File: config.mk
export PLATFORM = sky130hd
export DESIGN_NAME = mem_request_unit
export DESIGN_NICKNAME = d
export VERILOG_FILES = /design/src/rtl/cpu_types_pkg.sv /design/src/rtl/request_pkg.sv /design/src/rtl/ru_watchdog.sv /design/src/rtl/mem_request_unit.sv
export SDC_FILE = /design/constraint.sdc
export NUM_CORES = 1
export LEC_CHECK = 0
export ABC_CLOCK_PERIOD_IN_PS = 2180
export BUFFER_PORTS_ARGS = -buffer_cell sky130_fd_sc_hd__buf_4
export CORE_MARGIN = 2
export CORE_UTILIZATION = 35
export CTS_CLUSTER_SIZE = 16
export DETAILED_ROUTE_END_ITERATION = 10
export GPL_TIMING_DRIVEN = 0
export PLACE_DENSITY_LB_ADDON = 0.25
export SKIP_CTS_REPAIR_TIMING = 1
export SLEW_MARGIN = 20
export SYNTH_ARGS = -nofsm -noshare
export SYNTH_HDL_FRONTEND = slang
export SYNTH_SLANG_ARGS = --single-unit
File: constraint.sdc
create_clock -name CLK -period 2.18 [get_ports CLK]
set_clock_uncertainty 0.15 [all_clocks]
set_input_delay 0.218 -clock CLK [delete_from_list [all_inputs] [get_ports CLK]]
set_output_delay 0.218 -clock CLK [all_outputs]
set_load 0.03 [all_outputs]
File: src/rtl/cpu_types_pkg.sv
// Basic CPU-wide types shared by the datapath blocks.
package cpu_types_pkg;
    localparam int WORD_W = 32;
    typedef logic [WORD_W-1:0] word_t;
endpackage

File: src/rtl/request_pkg.sv
// Shared definitions for the memory request unit.
package request_pkg;
    import cpu_types_pkg::*;

    typedef enum logic [1:0] {IDLE, DREQ, HALTED, ERR} ru_state_t;

    localparam int WD_W_DEFAULT   = 8;
    localparam int WD_MAX_DEFAULT = 200;
endpackage

File: src/rtl/ru_watchdog.sv
// Saturating wait counter for outstanding data requests.
module ru_watchdog #(
    parameter int WD_W   = 8,
    parameter int WD_MAX = 200
) (
    input  logic CLK,
    input  logic nRST,
    input  logic clr,
    input  logic en,
    output logic expired,
    output logic expiring
);
    localparam logic [WD_W-1:0] MAX_C  = WD_W'(WD_MAX);
    localparam logic [WD_W-1:0] LAST_C = WD_W'(WD_MAX - 1);

    logic [WD_W-1:0] count;

    always_ff @(posedge CLK or negedge nRST) begin
        if (!nRST) begin
            count <= '0;
        end else if (clr) begin
            count <= '0;
        end else if (en && (count != '1)) begin
            count <= count + WD_W'(1);
        end
    end

    assign expired  = (count == MAX_C);
    // High in the cycle whose increment will land exactly on WD_MAX.
    assign expiring = en && !clr && (count == LAST_C);
endmodule

File: src/rtl/mem_request_unit.sv
// Sequences instruction/data memory requests, gates PC writes, handles halt
// and a watchdog timeout on unanswered data requests.
module mem_request_unit
    import request_pkg::*;
#(
    parameter bit PIPELINED = 1'b0,
    parameter int WD_W      = WD_W_DEFAULT,
    parameter int WD_MAX    = WD_MAX_DEFAULT
) (
    input  logic      CLK,
    input  logic      nRST,
    input  logic      halt,
    input  logic      dREN,
    input  logic      dWEN,
    input  logic      ihit,
    input  logic      dhit,
    output logic      dmemREN,
    output logic      dmemWEN,
    output logic      imemREN,
    output logic      pcWEN,
    output logic      stall,
    output logic      halted,
    output logic      timeout,
    output ru_state_t state
);
    logic data_op;
    logic start_req;
    logic wd_en;
    logic wd_expired;
    logic wd_last;

    assign data_op   = dREN || dWEN;
    assign start_req = (state == IDLE) && !halt && ihit && data_op;
    assign wd_en     = (state == DREQ) && !dhit;

    ru_watchdog #(
        .WD_W   (WD_W),
        .WD_MAX (WD_MAX)
    ) u_watchdog (
        .CLK      (CLK),
        .nRST     (nRST),
        .clr      (start_req),
        .en       (wd_en),
        .expired  (wd_expired),
        .expiring (wd_last)
    );

    always_ff @(posedge CLK or negedge nRST) begin
        if (!nRST) begin
            state   <= IDLE;
            dmemREN <= 1'b0;
            dmemWEN <= 1'b0;
        end else begin
            case (state)
                IDLE: begin
                    if (halt) begin
                        state <= HALTED;
                    end else if (ihit && data_op) begin
                        state   <= DREQ;
                        dmemWEN <= dWEN;
                        dmemREN <= dREN && !dWEN;
                    end
                end
                DREQ: begin
                    // dhit beats a simultaneous watchdog expiry.
                    if (dhit) begin
                        state   <= halt ? HALTED : IDLE;
                        dmemREN <= 1'b0;
                        dmemWEN <= 1'b0;
                    end else if (wd_last || wd_expired) begin
                        state   <= ERR;
                        dmemREN <= 1'b0;
                        dmemWEN <= 1'b0;
                    end
                end
                default: begin
                end
            endcase
        end
    end

    always_comb begin
        pcWEN = 1'b0;
        case (state)
            IDLE:    pcWEN = ihit && !halt && !data_op;
            DREQ:    pcWEN = dhit;
            default: pcWEN = 1'b0;
        endcase
    end

    assign imemREN = (state == IDLE) || ((state == DREQ) && PIPELINED);
    assign stall   = (state == DREQ);
    assign halted  = (state == HALTED);
    assign timeout = (state == ERR);
endmodule
# After elaboration in Yosys (flattened, before gate mapping)
# Index checks and enable logic that the tools add are counted.
# classes
addsub,1
eq_ne,10
mux,17
reduce_logical,23
# ops
operator,count
equality test 8 bit (second input constant),2
two-way mux 8 bit,2
logical AND 1 bit,11
two-way mux 2 bit,5
adder 8 x 1 -> 8 bit (second input constant),1
inequality test 8 bit (second input constant),1
two-way mux 1 bit,6
inequality test 3 x 2 -> 1 bit (second input constant),2
case mux 1 bit (2 select lines),3
zero test 1 bit,5
equality test 2 bit (second input constant),2
case mux 2 bit (2 select lines),1
AND reduction 4 bit,1
nonzero test 2 bit,2
AND reduction 3 bit,1
equality test 2 x 1 -> 1 bit (second input constant),1
zero test 2 bit,1
logical OR 1 bit,2
inequality test 2 x 1 -> 1 bit (second input constant),1
inequality test 2 bit (second input constant),1
# totals
regBits,12
inputBits,7
out_inout_bits,9
wordCells,55

# Depth between registers and ports, before layout
# Gate-level depths: netlist (run 1).
# depth
depth_word,11
depth_mapped,6
mapped_depth_nobuf,6

# By module
# A second synthesis (run 1) with hierarchy kept.
# hier_totals
cells_unflattened,92
hier_area_um2,805.8
# modules_own_cells
module,instances,cells_per_inst,area_per_inst_um2,seq_area_each_um2
ru_watchdog,1,60,520.5,200.2
mem_request_unit,1,32,285.3,100.1

# Least setup slack after synthesis (run 1)
# Ideal clock, no wire load.
# synth_path
path_kind,register to output
start,register state[0]
end,output pcWEN
arrival_time_ns,1.721
required_time_ns,1.812
slack_ns,0.091
path_stages_with_launch,4
path_buffers,1
cell_sequence,dfrtp_1 buf_4 or4_1 a21oi_1
# synth_between
elab_chain_len,2
elab_cells_between_ends,3
cone_classes,eq/ne: 1; mux: 1; reduce/logical: 1
# synth_lines
item,line_no,text
"start, declared",mem_request_unit.sv:24,output ru_state_t state
"start signal, assigned",mem_request_unit.sv:67,state <= halt ? HALTED : IDLE;
equality test 2 x 1 -> 1 bit or zero test 2 bit (tied branches),mem_request_unit.sv:84,case (state)
case mux 1 bit (2 select lines) (*),mem_request_unit.sv:84,
"end, declared",mem_request_unit.sv:20,"output logic pcWEN,"
# Mark *: on every way between the ends. The rest lies on a longest branch, timed or not.

# Worst setup path after layout (run 1)
# Same ends and word-level chain as after synthesis.

==> results of run 1 <==
area by class of cell:
cell class	instances	area, sq um	area share
flip-flops and latches	12	300	0.294
repair buffers	16	123	0.120
clock buffers	4	36.3	0.0356
multi-input cells	65	497	0.487
plain buffers	3	17.5	0.0172
inverters	3	11.3	0.0110
well taps	28	35.0	0.0344
report_power, final:
group / internal, mW / switching (mW)
clock network: 0.101 / 0.0767
registers: 0.240 / 0.0154
logic: 0.0610 / 0.0816
metal layers:
| layer | wire length (um) | share of wire | up-vias |
|---|---|---|---|
| li1 | - | - | 342 |
| met1 | 809 | 0.47 | 329 |
| met2 | 833 | 0.48 | 15 |
| met3 | 64 | 0.037 | 4 |
| met4 | 32 | 0.018 | 0 |
| met5 | 0 | 0 | - |
worst paths after layout:
kind                                                    to  cells past startpoint
hold / removal                        state[0]$_DFFE_PN0P_                      2
setup / recovery                                     pcWEN                      4
setup reg to reg                       dmemREN$_DFFE_PN0P_                      4
hold reg to reg                        dmemWEN$_DFFE_PN0P_                      1
min in group asynchronous  u_watchdog.count[7]$_DFFE_PN0P_                      2
max in group asynchronous              dmemREN$_DFFE_PN0P_                      2
metrics by stage:
stage	setup WS (ns)	util
finish	0.117	0.461
global placement	0.433	0.440
CTS	0.114	0.456
global route	0.0598	0.461
floorplan	0.0915	-
detailed placement	0.419	0.440
synthesized netlist by cell type, types with 2 or more instances:
| library cell | number |
|---|---|
| xnor2_1 | 4 |
| dfrtp_1 | 12 |
| ha_1 | 2 |
| nor3_1 | 5 |
| a2111oi_4 | 2 |
| nand3_1 | 2 |
| nor2_1 | 11 |
| nand2_1 | 6 |
| a21oi_1 | 2 |
| inv_1 | 3 |
| nand2b_1 | 2 |
| nor2_2 | 2 |
| nor2b_1 | 2 |
| buf_2 | 2 |
registers in the layout (all words and copies together), names as in the netlist:
signal and cells:
state 2, dmemREN 1, u_watchdog.count 8, dmemWEN 1
logic make-up (layout without fill, tap and decap cells):
logic type,Yosys count,count (layout),synth area share
DFF,12,12,0.364
buffers and inverters,6,26,0.0349
and+or+nand+nor,43,43,0.318
xor gates and xnor gates,5,5,0.0530
AOI/OAI and AO/OA,14,14,0.188
muxes,1,1,0.0121
adders and majority gates,2,2,0.0303
worst max-delay path: cells and delay by family (launching register included):
kind | cells | cell delay (ns)
and+or+nand+nor | 1 | 0.52
buffers and inverters | 2 | 0.35
DFF | 1 | 0.40
AOI/OAI and AO/OA | 1 | 0.16
==> results.json, run 1 <==
{
  "slowest_delay_ns": 0.52,
  "ir_drop_v": 0.000286,
  "fillCellCount": 234,
  "first_pass_iters": 4,
  "cpMostUsedCell": "buf_4",
  "synth_async_sr_flop_share": 1.00,
  "yosysSeqAreaShare": 0.364,
  "core_sq_um": 2210,
  "slew_violations": 0,
  "end_kind": "primary output",
  "synth_edf_count": 0,
  "fmax_mhz": 485,
  "place_inst": 126,
  "grt_usage": 0.138,
  "grt_use_met1": 0.167,
  "p_leak_nw": 0.425,
  "fin_hold_ws_ns": 0.00927,
  "layout_common_cells": "16 x buf_4, 12 x dfrtp_1, 11 x nor2_1, 6 x nand2_1, 5 x nor3_1",
  "tightest_slew_ns": 0.662,
  "overflow": 0,
  "synth.top_cell.area_share": 0.364,
  "final_cells": 131,
  "grt.met3_usage": 0.0171,
  "fin_crit_ns": 2.06,
  "initial_core_util": 0.373,
  "port_buffers": 15,
  "drc": 0,
  "clock_path_buffers": 2,
  "yosys.area.top_type": "dfrtp_1",
  "syn_nets": 92,
  "cts_num_sinks": 12,
  "clk_pin_slew_ns": 0.07,
  "finalHoldViolCount": 0,
  "avgSynthCellArea_sq_um": 9.95,
  "dpl_cell_area_sq_um": 973,
  "final_common_cell": "buf_4",
  "die_h_um": 52.6,
  "crit_slowest_cell": "or4_1",
  "yosys_register_bits": 12,
  "path_max_fanout": 10,
  "wl_mm": 1.74,
  "hold_path.class": "primary input to flop",
  "vias": 690,
  "yosys_warnings": 0,
  "antenna_found_initial": 0,
  "grt_max_degree": 13,
  "cts_buffers": 3,
  "max-cap-violations": 0,
  "startpoint_type": "flop",
  "status": "completed",
  "reg2reg_slack_ns": 0.42,
  "cp_cell_sequence": "buf_4, or4_1, a21oi_1, buf_4",
  "die_w_um": 52.6,
  "finalInstanceArea_sq_um": 1020,
  "cp.arrival_ns": 1.70,
  "row_count": 17,
  "grt_pass1_vias": 650,
  "finalSetupTns_ns": 0,
  "vias_per_cell": 5.27,
  "dieArea_sq_um": 2760,
  "synthTopCellsByArea": "dfrtp_1 36%, a2111oi_4 6.7%, nor2_1 5.0%, xnor2_1 4.2%, ha_1 3.0%",
  "synthFlopType": "dfrtp_1",
  "cts_tree": "yes",
  "root_buffer": "clkbuf_4",
  "worstSkewPairLatency_ns": 0.27,
  "synth_cells": 83,
  "ys_types": 40,
  "ios": 16,
  "fin_crit_sh": 0.946,
  "drt_iter0_drc": 6,
  "grt_pass1_wl_mm": 2.78,
  "total_power_uw": 576,
  "syn-cell-area_sq_um": 826,
  "hpwl_mm": 1.34,
  "cp-startpoint": "state[0]$_DFFE_PN0P_",
  "nets": 113,
  "htreeDepth": 1,
  "finalSetupViolCount": 0,
  "wl_per_cell_um": 13.3,
  "cp.required_ns": 1.81,
  "place.gp.congestion": 0.774,
  "rsz0062_at_grt": "false",
  "antenna_cells": 0,
  "busiest_layer": "met2",
  "p_per_area_nw_per_um2": 565,
  "path_class": "flop to primary output",
  "r2r-start": "state[1]$_DFFE_PN0P_",
  "gr-usage-met2": 0.231,
  "relSlewSlack": 0.556,
  "syn_to_final_growth_pct": 23.5,
  "postRouteAntennaNets": 0,
  "min_from": "dhit",
  "drive_gt1_frac": 0.330
}
Note: power is estimated with default switching activity, not from simulation.
==> inputs of run 2 (changes only) <==
--- a/config.mk
+++ b/config.mk
@@ -6,15 +6,14 @@
 export NUM_CORES = 1
 export LEC_CHECK = 0
 export ABC_CLOCK_PERIOD_IN_PS = 2180
-export BUFFER_PORTS_ARGS = -buffer_cell sky130_fd_sc_hd__buf_4
 export CORE_MARGIN = 2
 export CORE_UTILIZATION = 35
 export CTS_CLUSTER_SIZE = 16
 export DETAILED_ROUTE_END_ITERATION = 10
+export DONT_BUFFER_PORTS = 1
 export GPL_TIMING_DRIVEN = 0
 export PLACE_DENSITY_LB_ADDON = 0.25
 export SKIP_CTS_REPAIR_TIMING = 1
-export SLEW_MARGIN = 20
 export SYNTH_ARGS = -nofsm -noshare
 export SYNTH_HDL_FRONTEND = slang
 export SYNTH_SLANG_ARGS = --single-unit
==> run 2 against run 1 <==
  * Count of clock-buffer cells in the layout shrank 1
  * Clock power shrank 21%
  * Die area unchanged
  * Cell count decreased by 11%
  * Hold slack worse by 0.0033 ns
  * Sequential power rose by 10%
  * Core utilization down 4.1 points
  * Setup slack lost 0.078 ns
  * Critical path depth is 1 lower
  * Register-to-register slack got worse by 0.17 ns
  * Maximum frequency decreased by 3.6%
  * Critical endpoint unchanged
  * Highest routed layer unchanged
==> results.json, run 2 (synthesized netlist as in run 1, its figures left out) <==
{
  "status": "completed",
  "core_sq_um": 2210,
  "layout_common_cells": "11 x nor2_1, 11 x dfrtp_1, 6 x nand2_1, 5 x nor3_1, 4 x xnor2_1",
  "die_w_um": 52.6,
  "drc": 0,
  "overflow": 0,
  "hold_path.class": "primary input to flop",
  "cts_tree": "yes",
  "p_sw_frac": 0.331,
  "p_leak_nw": 0.354,
  "end_kind": "primary output",
  "wl_per_cell_um": 14.3,
  "drt_iter0_drc": 2,
  "row_count": 17,
  "seqPwrFrac": 0.552,
  "combPwrFrac": 0.170,
  "finalHoldViolCount": 0,
  "cp.arrival_ns": 1.77,
  "grt_pass1_wl_mm": 2.77,
  "fillCellCount": 229,
  "tightest_slew_ns": 0.632,
  "regMostFlops": "u_watchdog.count",
  "largest_reg_flops": 8,
  "vias_per_cell": 5.38,
  "worst-path-buf-inv": 1,
  "path_class": "flop to primary output",
  "finalSetupTns_ns": 0,
  "dpl_cell_area_sq_um": 861,
  "ir_drop_v": 0.000307,
  "top_regs": "u_watchdog.count: 8 flops, state: 2 flops",
  "dieArea_sq_um": 2760,
  "postRouteAntennaNets": 0,
  "crit_slowest_cell": "or4_4",
  "grt_max_degree": 13,
  "root_buffer": "clkbuf_4",
  "initial_core_util": 0.373,
  "syn_to_final_growth_pct": 12.6,
  "p_per_area_nw_per_um2": 547,
  "startpoint_type": "flop",
  "vias": 630,
  "critical-path-top-delay-family": "simple AND/OR/NAND/NOR gates",
  "fmax_mhz": 467,
  "p_int_uw": 340,
  "cp_cell_sequence": "buf_4, or4_4, a21oi_4",
  "clock_path_buffers": 2,
  "place.gp.congestion": 0.752,
  "fin_crit_ns": 2.14,
  "antenna_cells": 0,
  "clk_pin_slew_ns": 0.07,
  "relSlewSlack": 0.576,
  "first_pass_iters": 2,
  "cp.required_ns": 1.81,
  "drive_gt1_frac": 0.236,
  "hpwl_mm": 1.23,
  "die_h_um": 52.6,
  "wl_mm": 1.68,
  "ios": 16,
  "antenna_found_initial": 0,
  "slowest_delay_ns": 0.55,
  "finalSetupViolCount": 0,
  "cts_num_sinks": 12,
  "finalInstanceArea_sq_um": 930,
  "port_buffers": 0,
  "slew_violations": 0,
  "fin_ws_ns": 0.0389,
  "multi_input_area_sq_um": 512,
  "fin_crit_sh": 0.982,
  "path_max_fanout": 10,
  "pre_cts_slack_ns": 0.0239,
  "power.share.clock": 0.277,
  "worstSkewPairLatency_ns": 0.28,
  "nets": 100,
  "htreeDepth": 1,
  "layout.area.seq_sq_um": 302,
  "switching_power_uw": 168,
  "grt_pass1_vias": 651,
  "cts_buffers": 3,
  "max-cap-violations": 0,
  "grt_usage": 0.144
}
==> run 2: final cells by class <==
cell class,count,share of cell area
clock buffers,3,0.0242
plain buffers,3,0.0188
well taps,28,0.0377
inverters,3,0.0121
flip-flops and latches,12,0.324
repair buffers,3,0.0323
multi-input cells,65,0.550
==> run 2: routing by layer <==
layer	global-route usage	up-vias	routed length, um
li1	-	313	-
met1	0.155	299	798
met2	0.242	13	766
met3	0.0343	5	71
met4	0.107	0	41
met5	0	-	0
==> run 2: through the flow <==
stage,cells,util,power (mW),hold WS [ns]
global placement,111,0.389,0.356,-0.227
detailed placement,111,0.389,0.361,-0.227
CTS,114,0.399,0.506,-0.535
floorplan,83,-,0.346,-0.228
finish,117,0.420,0.508,0.00600
global route,117,0.420,0.537,0.00860
==> run 2: worst register-to-register path, cell delays in order, from the launching register on <==
cell and delay (ns):
dfrtp_1 0.50, buf_2 0.25, nor4_4 0.61, a2bb2oi_1 0.14, a21bo_1 0.21
==> run 2: final timing paths <==
| path | cells past startpoint | from | endpoint | slack (ns) |
|---|---|---|---|---|
| min reg2reg | 2 | u_watchdog.count[1]$_DFFE_PN0P_ | u_watchdog.count[1]$_DFFE_PN0P_ | 0.45 |
| max in group asynchronous | 1 | nRST | state[0]$_DFFE_PN0P_ | 1.24 |
| min | 2 | dWEN | dmemWEN$_DFFE_PN0P_ | 0.006 |
| max | 3 | state[0]$_DFFE_PN0P_ | pcWEN | 0.04 |
| max reg2reg | 4 | state[1]$_DFFE_PN0P_ | dmemREN$_DFFE_PN0P_ | 0.25 |
| min in group asynchronous | 1 | nRST | u_watchdog.count[4]$_DFFE_PN0P_ | 0.23 |
==> run 2: power by group through the flow <==
| stage | Combinational (mW) | Sequential, mW | Clock [mW] |
|---|---|---|---|
| 5_1_grt | 0.0967 | 0.283 | 0.157 |
| 3_3_place_gp | 0.0730 | 0.283 | 0 |
| 3_5_place_dp | 0.0758 | 0.285 | 0 |
| 2_1_floorplan | 0.0661 | 0.280 | 0 |
| 6_report | 0.0867 | 0.281 | 0.141 |
| 4_1_cts | 0.0765 | 0.281 | 0.149 |
==> inputs of run 3 (changes only) <==
--- a/config.mk
+++ b/config.mk
@@ -7,13 +7,14 @@
 export LEC_CHECK = 0
 export ABC_CLOCK_PERIOD_IN_PS = 2180
 export CORE_MARGIN = 2
-export CORE_UTILIZATION = 35
+export CORE_UTILIZATION = 45
 export CTS_CLUSTER_SIZE = 16
 export DETAILED_ROUTE_END_ITERATION = 10
 export DONT_BUFFER_PORTS = 1
 export GPL_TIMING_DRIVEN = 0
 export PLACE_DENSITY_LB_ADDON = 0.25
 export SKIP_CTS_REPAIR_TIMING = 1
+export SLEW_MARGIN = 20
 export SYNTH_ARGS = -nofsm -noshare
 export SYNTH_HDL_FRONTEND = slang
 export SYNTH_SLANG_ARGS = --single-unit
==> run 3 against run 2 <==
  * Critical endpoint unchanged
  * Largest power group unchanged
  * Total power up 7.7%
  * Flip-flop and latch count unchanged
  * Non-clock buffer count up 1
  * Global-route usage up 2.1 points
  * Setup slack better by 0.034 ns
  * Clock power up 26%
  * Sequential share of layout area down 0.81 points
  * Via count up 1.3%
  * Die area down 21%
  * Combinational power up 3.1%
==> results.json, run 3 (synthesized netlist as in run 1, its figures left out) <==
{
  "status": "completed",
  "nets": 101,
  "hold_path.class": "primary input to flop",
  "relSlewSlack": 0.553,
  "top_regs": "u_watchdog.count: 8 flops, state: 2 flops",
  "fin_ws_ns": 0.0729,
  "antenna_cells": 0,
  "vias": 638,
  "tightest_slew_ns": 0.666,
  "p_per_area_nw_per_um2": 574,
  "crit_slowest_cell": "or4_4",
  "ir_drop_v": 0.000355,
  "slowest_delay_ns": 0.54,
  "grt_pass1_wl_mm": 2.50,
  "clk_pin_slew_ns": 0.08,
  "cts_num_sinks": 12,
  "largest_reg_flops": 8,
  "cp.arrival_ns": 1.74,
  "place.gp.congestion": 0.807,
  "fmax_mhz": 475,
  "path_max_fanout": 10,
  "rsz0062_at_grt": "false",
  "drt_iter0_drc": 9,
  "finalSetupViolCount": 0,
  "htreeDepth": 1,
  "overflow": 0,
  "postRouteAntennaNets": 0,
  "cts_buffers": 3,
  "cp.required_ns": 1.81,
  "slew_violations": 0,
  "die_w_um": 46.8,
  "p_leak_nw": 0.366,
  "finalHoldViolCount": 0,
  "drc": 0,
  "grt_pass1_vias": 562,
  "regMostFlops": "u_watchdog.count",
  "finalSetupTns_ns": 0,
  "cts_tree": "yes",
  "first_pass_iters": 4,
  "row_count": 15,
  "antenna_found_initial": 0,
  "multi_input_area_sq_um": 512,
  "end_kind": "primary output",
  "fin_crit_ns": 2.11,
  "syn_to_final_growth_pct": 15.5,
  "pre_cts_slack_ns": 0.0498,
  "vias_per_cell": 5.50,
  "dieArea_sq_um": 2190,
  "layout_common_cells": "11 x nor2_1, 11 x dfrtp_1, 6 x nand2_1, 5 x nor3_1",
  "ios": 16,
  "worstSkewPairLatency_ns": 0.27,
  "max-cap-violations": 0,
  "die_h_um": 46.8,
  "core_sq_um": 1730,
  "cp_cell_sequence": "buf_6, or4_4, a21oi_4",
  "root_buffer": "clkbuf_4",
  "grt_max_degree": 13,
  "clock_path_buffers": 2,
  "initial_core_util": 0.478,
  "hpwl_mm": 1.21,
  "port_buffers": 0,
  "drive_gt1_frac": 0.242,
  "wl_mm": 1.61,
  "startpoint_type": "flop",
  "fillCellCount": 156,
  "grt_usage": 0.165,
  "layout.area.seq_sq_um": 302,
  "path_class": "flop to primary output",
  "wl_per_cell_um": 13.9,
  "fin_crit_sh": 0.967
}
==> run 3: cell types whose count changed in the layout (fill, tap and decap cells not counted) <==
cell / before / now
buf_6: 0 / 1
buf_4: 1 / 0
dlygate4sd3_1: 3 / 4
clkbuf_8: 0 / 1
==> run 3: final cells by class <==
type / count / share of cell area
well taps: 25 / 0.0328
multi-input cells: 65 / 0.537
plain buffers: 3 / 0.0223
repair buffers: 4 / 0.0420
inverters: 3 / 0.0118
clock buffers: 4 / 0.0381
flip-flops and latches: 12 / 0.316
==> run 3: final timing paths <==
kind,from,slack (ns),depth (start not counted),to
setup / recovery,state[0]$_DFFE_PN0P_,0.07,3,pcWEN
max in group asynchronous,nRST,1.27,1,state[0]$_DFFE_PN0P_
min in group asynchronous,nRST,0.22,1,state[1]$_DFFE_PN0P_
setup reg to reg,state[1]$_DFFE_PN0P_,0.21,4,state[1]$_DFFE_PN0P_
hold reg to reg,u_watchdog.count[6]$_DFFE_PN0P_,0.44,1,u_watchdog.count[6]$_DFFE_PN0P_
hold / removal,dhit,0.05,2,state[1]$_DFFE_PN0P_
==> run 3: layer usage <==
metal	share of wire	GRT usage
met5	0	0
met4	0.012	0.0611
met3	0.047	0.0500
met2	0.46	0.241
met1	0.48	0.230
==> run 3: through the flow <==
stage                     area (sq um)  hold WS (ns)  power [mW]   util  cells
final                              953        0.0472       0.547  0.552    116
after global routing               953        0.0593       0.579  0.552    116
after CTS                          893        -0.527       0.539  0.517    112
after detailed placement           857        -0.227       0.359  0.496    108
after global placement             857        -0.227       0.357  0.496    108
after floorplan                    826        -0.228       0.346      -     83
==> run 3: report_power, final <==
part	switching [mW]	leakage [nW]	internal [mW]
logic	0.0504	0.193	0.0390
clock network	0.0756	0.0210	0.101
registers	0.0408	0.152	0.240
total	0.167	0.366	0.381
==> run 3: critical path, delay by kind of cell, from the launching register on <==
kind	cells	cell delay [ns]
AO/OA/AOI/OAI	1	0.26
AND/OR/NAND/NOR	1	0.54
buffers and inverters	1	0.17
flip-flops	1	0.49
